--- src/rtl/alu_result_stage.sv ---
// Registered ALU result stage: derives zero/overflow/carry flags on the incoming
// result, presents them through a valid/ready handshake with a 2-entry skid buffer.
module alu_result_stage #(
    parameter int WIDTH     = 32,
    parameter int OVF_CNT_W = 16
) (
    input  logic                 clk,
    input  logic                 reset,
    input  logic                 in_valid,
    output logic                 in_ready,
    input  logic [WIDTH-1:0]     result,
    input  logic [2:0]           op,
    input  logic                 a_msb,
    input  logic                 bmux_msb,
    input  logic                 set_msb,
    input  logic                 cout,
    output logic                 out_valid,
    input  logic                 out_ready,
    output logic [WIDTH-1:0]     out_result,
    output logic [2:0]           out_op,
    output logic                 out_zero,
    output logic                 out_overflow,
    output logic                 out_carry,
    output logic [OVF_CNT_W-1:0] ovf_count
);

    function automatic logic [OVF_CNT_W-1:0] sat_inc(input logic [OVF_CNT_W-1:0] v);
        return (&v) ? v : v + 1'b1;
    endfunction

    // Stage p0: flags derived combinationally from the upstream slices
    logic arith_p0, zero_p0, ovf_p0, carry_p0;
    assign arith_p0 = (op[1:0] == 2'b10);
    assign zero_p0  = (result == '0);
    assign ovf_p0   = arith_p0 & (a_msb == bmux_msb) & (set_msb != a_msb);
    assign carry_p0 = arith_p0 & cout;

    logic skid_valid;
    logic accept, load_out, load_skid, drain;

    assign in_ready  = ~skid_valid & ~reset;
    assign accept    = in_valid & in_ready;
    assign load_out  = accept & (~out_valid | out_ready);
    assign load_skid = accept & out_valid & ~out_ready;
    assign drain     = out_valid & out_ready;

    // Stage p1: skid entry, only written when the output register is stalled
    logic [WIDTH-1:0] skid_result_p1;
    logic [2:0]       skid_op_p1;
    logic             skid_zero_p1, skid_ovf_p1, skid_carry_p1;

    always_ff @(posedge clk) begin
        if (load_skid) begin
            skid_result_p1 <= result;
            skid_op_p1     <= op;
            skid_zero_p1   <= zero_p0;
            skid_ovf_p1    <= ovf_p0;
            skid_carry_p1  <= carry_p0;
        end
    end

    // Stage p1: output register, refilled from input or from the skid entry
    always_ff @(posedge clk) begin
        if (reset) begin
            out_valid    <= 1'b0;
            skid_valid   <= 1'b0;
            out_result   <= '0;
            out_op       <= '0;
            out_zero     <= 1'b0;
            out_overflow <= 1'b0;
            out_carry    <= 1'b0;
            ovf_count    <= '0;
        end else begin
            if (accept) begin
                if (load_out) begin
                    out_valid    <= 1'b1;
                    out_result   <= result;
                    out_op       <= op;
                    out_zero     <= zero_p0;
                    out_overflow <= ovf_p0;
                    out_carry    <= carry_p0;
                end else begin
                    skid_valid   <= 1'b1;
                end
            end else if (drain) begin
                if (skid_valid) begin
                    out_result   <= skid_result_p1;
                    out_op       <= skid_op_p1;
                    out_zero     <= skid_zero_p1;
                    out_overflow <= skid_ovf_p1;
                    out_carry    <= skid_carry_p1;
                    skid_valid   <= 1'b0;
                end else begin
                    out_valid    <= 1'b0;
                end
            end
            if (accept && ovf_p0)
                ovf_count <= sat_inc(ovf_count);
        end
    end

endmodule

--- config.mk ---
export PLATFORM = sky130hd
export DESIGN_NAME = alu_result_stage
export DESIGN_NICKNAME = d
export VERILOG_FILES = /design/src/rtl/alu_result_stage.sv
export SDC_FILE = /design/constraint.sdc
export NUM_CORES = 1
export LEC_CHECK = 0
export ABC_AREA = 1
export CORE_AREA = 4 4 94 96
export CTS_CLUSTER_DIAMETER = 200
export CTS_CLUSTER_SIZE = 40
export DETAILED_ROUTE_END_ITERATION = 12
export DIE_AREA = 0 0 98 100
export GPL_TIMING_DRIVEN = 1
export PLACE_DENSITY_LB_ADDON = 0.08
export SLEW_MARGIN = 20
export SYNTH_ARGS = -nofsm -noshare
export SYNTH_HDL_FRONTEND = slang
export SYNTH_SLANG_ARGS = --single-unit
--- constraint.sdc ---
create_clock -name clk -period 7.65 [get_ports clk]
set_input_delay 2.295 -clock clk [delete_from_list [all_inputs] [get_ports clk]]
set_output_delay 2.295 -clock clk [all_outputs]
set_load 0.005 [all_outputs]
==> Yosys cells after proc, flatten, opt, wreduce, memory -nomap -nowiden <==
Index checks and enable logic that the tools add are counted.
{ "op_classes": {"n_mux": 27, "eq_ne": 6, "n_addsub": 1, "n_reduce_logical": 9, "bitwise_logic": 15} }
{ "op_table": {"columns": ["cell", "count"], "rows": [
  ["$mux W32", 4],
  ["$logic_not A32 Y1", 1],
  ["$mux W1", 19],
  ["$add A16 B1 Y16 const B", 1],
  ["$reduce_and A16 Y1", 1],
  ["$mux W3", 4],
  ["$and A1 B1 Y1", 9],
  ["$reduce_and A3 Y1", 2],
  ["$not A1 Y1", 5],
  ["$ne A2 B1 Y1 const B", 2],
  ["$reduce_and A2 Y1", 2],
  ["$reduce_bool A2 Y1", 2],
  ["$eq A2 B2 Y1 const B", 1],
  ["$ne A2 B2 Y1 const B", 1],
  ["$eq A1 B1 Y1", 1],
  ["$logic_and A1 B1 Y1", 1],
  ["$ne A1 B1 Y1", 1],
  ["$or A1 B1 Y1", 1]
]} }
{ "word_totals": {"reg_bits": 94, "input_bits": 43} }

==> Depth between registers and ports, before layout <==
{ "depth": {"ltp_word": 6, "ltp_mapped": 10, "ltp_nobuf": 9} }

==> Worst setup path before layout <==
Ideal clock, no wire load.
{ "synth_path": {"path_kind": "input -> register", "startpoint": "input port reset", "endpoint": "register skid_valid", "arrival_time_ps": 4900, "cell_stages": 7, "n_path_buf": 2, "setup_time_ps": 78, "path_slack_ps": 2671, "cell_sequence": "buf_2 -> nor2_4 -> nand2_4 -> clkbuf_1 -> nor2_1 -> o21ai_0 -> a31oi_1"} }
{ "synth_via": {"elab_chain_cells": 6, "elab_cells_between_ends": 8} }
{ "synth_rtl": {"columns": ["item", "line_no", "source"], "rows": [
  ["from (decl)", "8", "input logic reset,"],
  ["$not A1 Y1 (*)", "41", "assign in_ready = ~skid_valid & ~reset;"],
  ["$and A1 B1 Y1 (*)", "41", null],
  ["net in_ready", "10", "output logic in_ready,"],
  ["$and A1 B1 Y1 (*)", "42", "assign accept = in_valid & in_ready;"],
  ["$and A1 B1 Y1", "43", "assign load_out = accept & (~out_valid | out_ready);"],
  ["$ne A2 B2 Y1 (no source line)", null, null],
  ["$reduce_and A2 Y1 (no source line)", null, null],
  ["to (signal assigned)", "66", "skid_valid <= 1'b0;"],
  ["to (signal assigned)", "83", "skid_valid <= 1'b1;"],
  ["to (signal assigned)", "92", "skid_valid <= 1'b0;"],
  ["to (decl)", "38", "logic skid_valid;"]
]} }
The timed path passes the listed nets; every way through them passes the cells marked *.
A chain may end at the register's enable or synchronous reset.

==> Final worst setup path <==
{ "layout_path": {"startpoint": "input port reset", "endpoint": "output port in_ready"} }
{ "layout_via": {"elab_chain_cells": 2} }
{ "layout_rtl": {"columns": ["item", "line_no"], "rows": [
  ["$not A1 Y1", "41"],
  ["$and A1 B1 Y1", "41"],
  ["to (decl)", "10"]
]} }
Every way passes these cells.

==> impl_metrics.yaml <==
critical_path:
  reg2reg_slack_ps: 4840
  max_stage_delay_ps: 780
  critPathArrivalTime_ps: 3890
  critPathKind: "in -> out"
  cp_cell_sequence: "clkdlybuf4s50_1, nor2_4, clkdlybuf4s50_1"
  worstReg2RegStart: "skid_valid"
  crit_slowest_cell: "clkdlybuf4s50_1"
  crit_end: "in_ready"
  ff2ff_path_depth: 6
  worst_path_most_repeated_cell: "clkdlybuf4s50_1"
  worst_ep_required_time_ps: 5360
  r2r_end: "out_op[1]"
  crit_path_end_kind: "output pin"
  crit_path_start: "reset"
  startpoint_type: "input port"
  cp_max_fo: 16
placement:
  place_congestion: 0.908
  place.detailed.instances: 689
  dpl_worst_slack_ps: 1460
  post-dp-hpwl_mm: 6.42
  port_buffers: 98
clock_tree:
  cts_tree: "done"
  clk_latency_ps: 350
  cts_hold_buffers: 0
  clk_path_buf_depth: 2
  cts_setup_buffers: 0
  numCtsBuffers: 9
  ctsRootBufferMaster: "clkbuf_8"
  clk_pin_slew_ps: 90
  clock-sinks: 94
  cts_resized: 0
  htreeDepth: 3
timing:
  fin_crit_ps: 6190
  fin_crit_sh_pct: 80.9
  fin_worst_skew_ps: 10.0
  final.setup.worst_slack_ps: 1460
  rsz0062_at_grt: "no"
  tightest_slew_ps: 770
  slew_viol_final: 0
  setup_viol: 0
  fmax_mhz: 162
  final-hold-violation-count: 0
  finalSetupTns_ps: 0
  relSlewSlack_pct: 48.6
detailed_routing:
  wl_mm: 9.56
  drt-initial-drc-count: 167
  wire_per_inst_um: 13.5
  drcViolationCount: 0
  vias: 3615
  ant_nets: 0
  via_per_inst: 5.12
  first_pass_iters: 5
synth:
  async_flop_share_pct: 0
  ys.flop_type: "dfxtp_1"
  yosysSeqAreaShare_pct: 54.7
  syn_nets: 554
  post_synth_and_or_nand_nor_area_fraction_pct: 23.4
  synthAdderAreaFrac_pct: 0.303
  synthesis.area_mm2: 0.00413
  ys_ff_latch: 94
  synth_top_family_by_area: "simple AND/OR/NAND/NOR gates"
  synth_cells: 510
  synth_xor_area_share_pct: 1.70
  syn_avg_cell_area_um2: 8.10
  ys_warn_count: 0
  synth_edf_count: 38
  synth_compound_area_share_pct: 13.5
  ys_types: 28
  muxShareOfSynthArea_pct: 0
global_routing:
  track_usage_pct: 19.4
  grt_max_degree: 55
  grt-ovfl-total: 0
  first_global_vias: 3292
  antenna_found_initial: 1
  grt_pass1_wl_mm: 15.4
power:
  power_density_mw_per_mm2: 184
  total_power_mw: 0.988
  vdd_drop_max_uv: 89.8
  p_leak_nw: 2.00
floorplan:
  die_x_um: 98
  core_mm2: 0.00805
  row_count: 33
  start_util_pct: 51.3
  die-area_mm2: 0.00980
  ios: 99
  die_h_um: 100
hold_path:
  min_path_type: "reg -> reg"
cells_and_area:
  synthToLayoutAreaGrowth_pct: 29.9
  final_util_pct: 66.7
  final_cell_count_no_fill: 706
  diodes: 0
  nets: 640
  drive_gt1_share_pct: 4.33
outcome:
  status: "finished, final reports clean"
run:
  max_cap_violations: 0
cells in the mapped netlist (4+ instances only):
library cell,count,share of area [%]
a21oi_1,37,4.5
a31oi_1,16,2.4
buf_2,7,0.85
clkbuf_1,12,1.1
dfxtp_1,56,27
edfxtp_1,38,28
inv_1,37,3.4
nand2_1,144,13
nand3_1,16,1.9
nand4_1,7,1.1
nor2_1,63,5.7
o21ai_0,52,6.3
xnor2_1,4,0.85
xor2_1,4,0.85
per-layer routing:
metal  wire length [um]  track usage [%]  share of wire [%]
met5                 13                0               0.14
met2               4640             32.6                 49
met3                544             4.45                5.7
met1               4270             25.2                 45
met4                 81             5.96               0.85
area by class of cell:
type / instances / area [um^2]
sequential: 94 / 2260
multi-input combinational: 354 / 1630
clock buffer: 11 / 131
clock inverter: 5 / 60.1
inverter: 38 / 148
tap: 105 / 131
timing repair buffer: 99 / 1010
fill: 695 / 2690
cell families (layout without fill, tap and decap cells):
kind of cell             count (synthesis)  in the layout
XOR/XNOR                                 8              8
AND/OR/NAND/NOR                        238            238
AO/OA/AOI/OAI                          107            107
adder cells (fa/ha/maj)                  1              1
flip-flops                              94             94
buffers and inverters                   62            153
layout by cell type (no fill, tap or decap), drive strengths merged:
| master | count |
|---|---|
| buf | 1 |
| o21ai | 53 |
| nor3 | 1 |
| clkinvlp | 1 |
| a31oi | 16 |
| a21oi | 38 |
| nand3 | 17 |
| nor2 | 67 |
| inv | 37 |
| bufinv | 1 |
| xor2 | 4 |
| ha | 1 |
| clkbuf | 11 |
| nand2 | 146 |
| clkdlybuf4s50 | 98 |
| nand4 | 7 |
| xnor2 | 4 |
| dfxtp | 56 |
| clkinv | 4 |
| edfxtp | 38 |
how the worst min path moves through the flow:
stage,depth (start not counted),slack (ps),endpoint,startpoint
final,2,480,out_result[5],out_result[5]
after global routing,2,520,out_result[4],out_result[4]
after CTS,2,490,out_result[13],out_result[13]
after detailed placement,2,470,out_result[13],out_result[13]
after global placement,2,460,out_result[5],out_result[5]
after floorplan,1,470,skid_valid,out_valid
power breakdown:
group	internal [mW]	leakage (nW)	switching (mW)	total, mW
sequential	0.537	0.804	0.00913	0.546
combinational	0.0616	1.10	0.0570	0.119
clock	0.152	0.0935	0.171	0.323
total	0.751	2.00	0.237	0.988
sequential cells by signal, indices dropped and copies added (netlist names):
name and cells:
out_zero 1, ovf_count 16, skid_carry_p1 1, skid_zero_p1 1, skid_op_p1 3, skid_ovf_p1 1
out_overflow 1, out_carry 1, out_result 32, out_valid 1, out_op 3, skid_result_p1 32
skid_valid 1
critical path, delay by kind of cell:
kind,cells,cell delay [ps]
and+or+nand+nor,1,270
buffers and inverters,2,1320
through the flow:
step	cell area [um^2]	hold slack (ps)
floorplan	4130	467
global placement	5140	462
detailed placement	5150	466
CTS	5340	490
global route	5370	516
finish	5370	485
No activity file was read; power rests on OpenSTA's default activity.
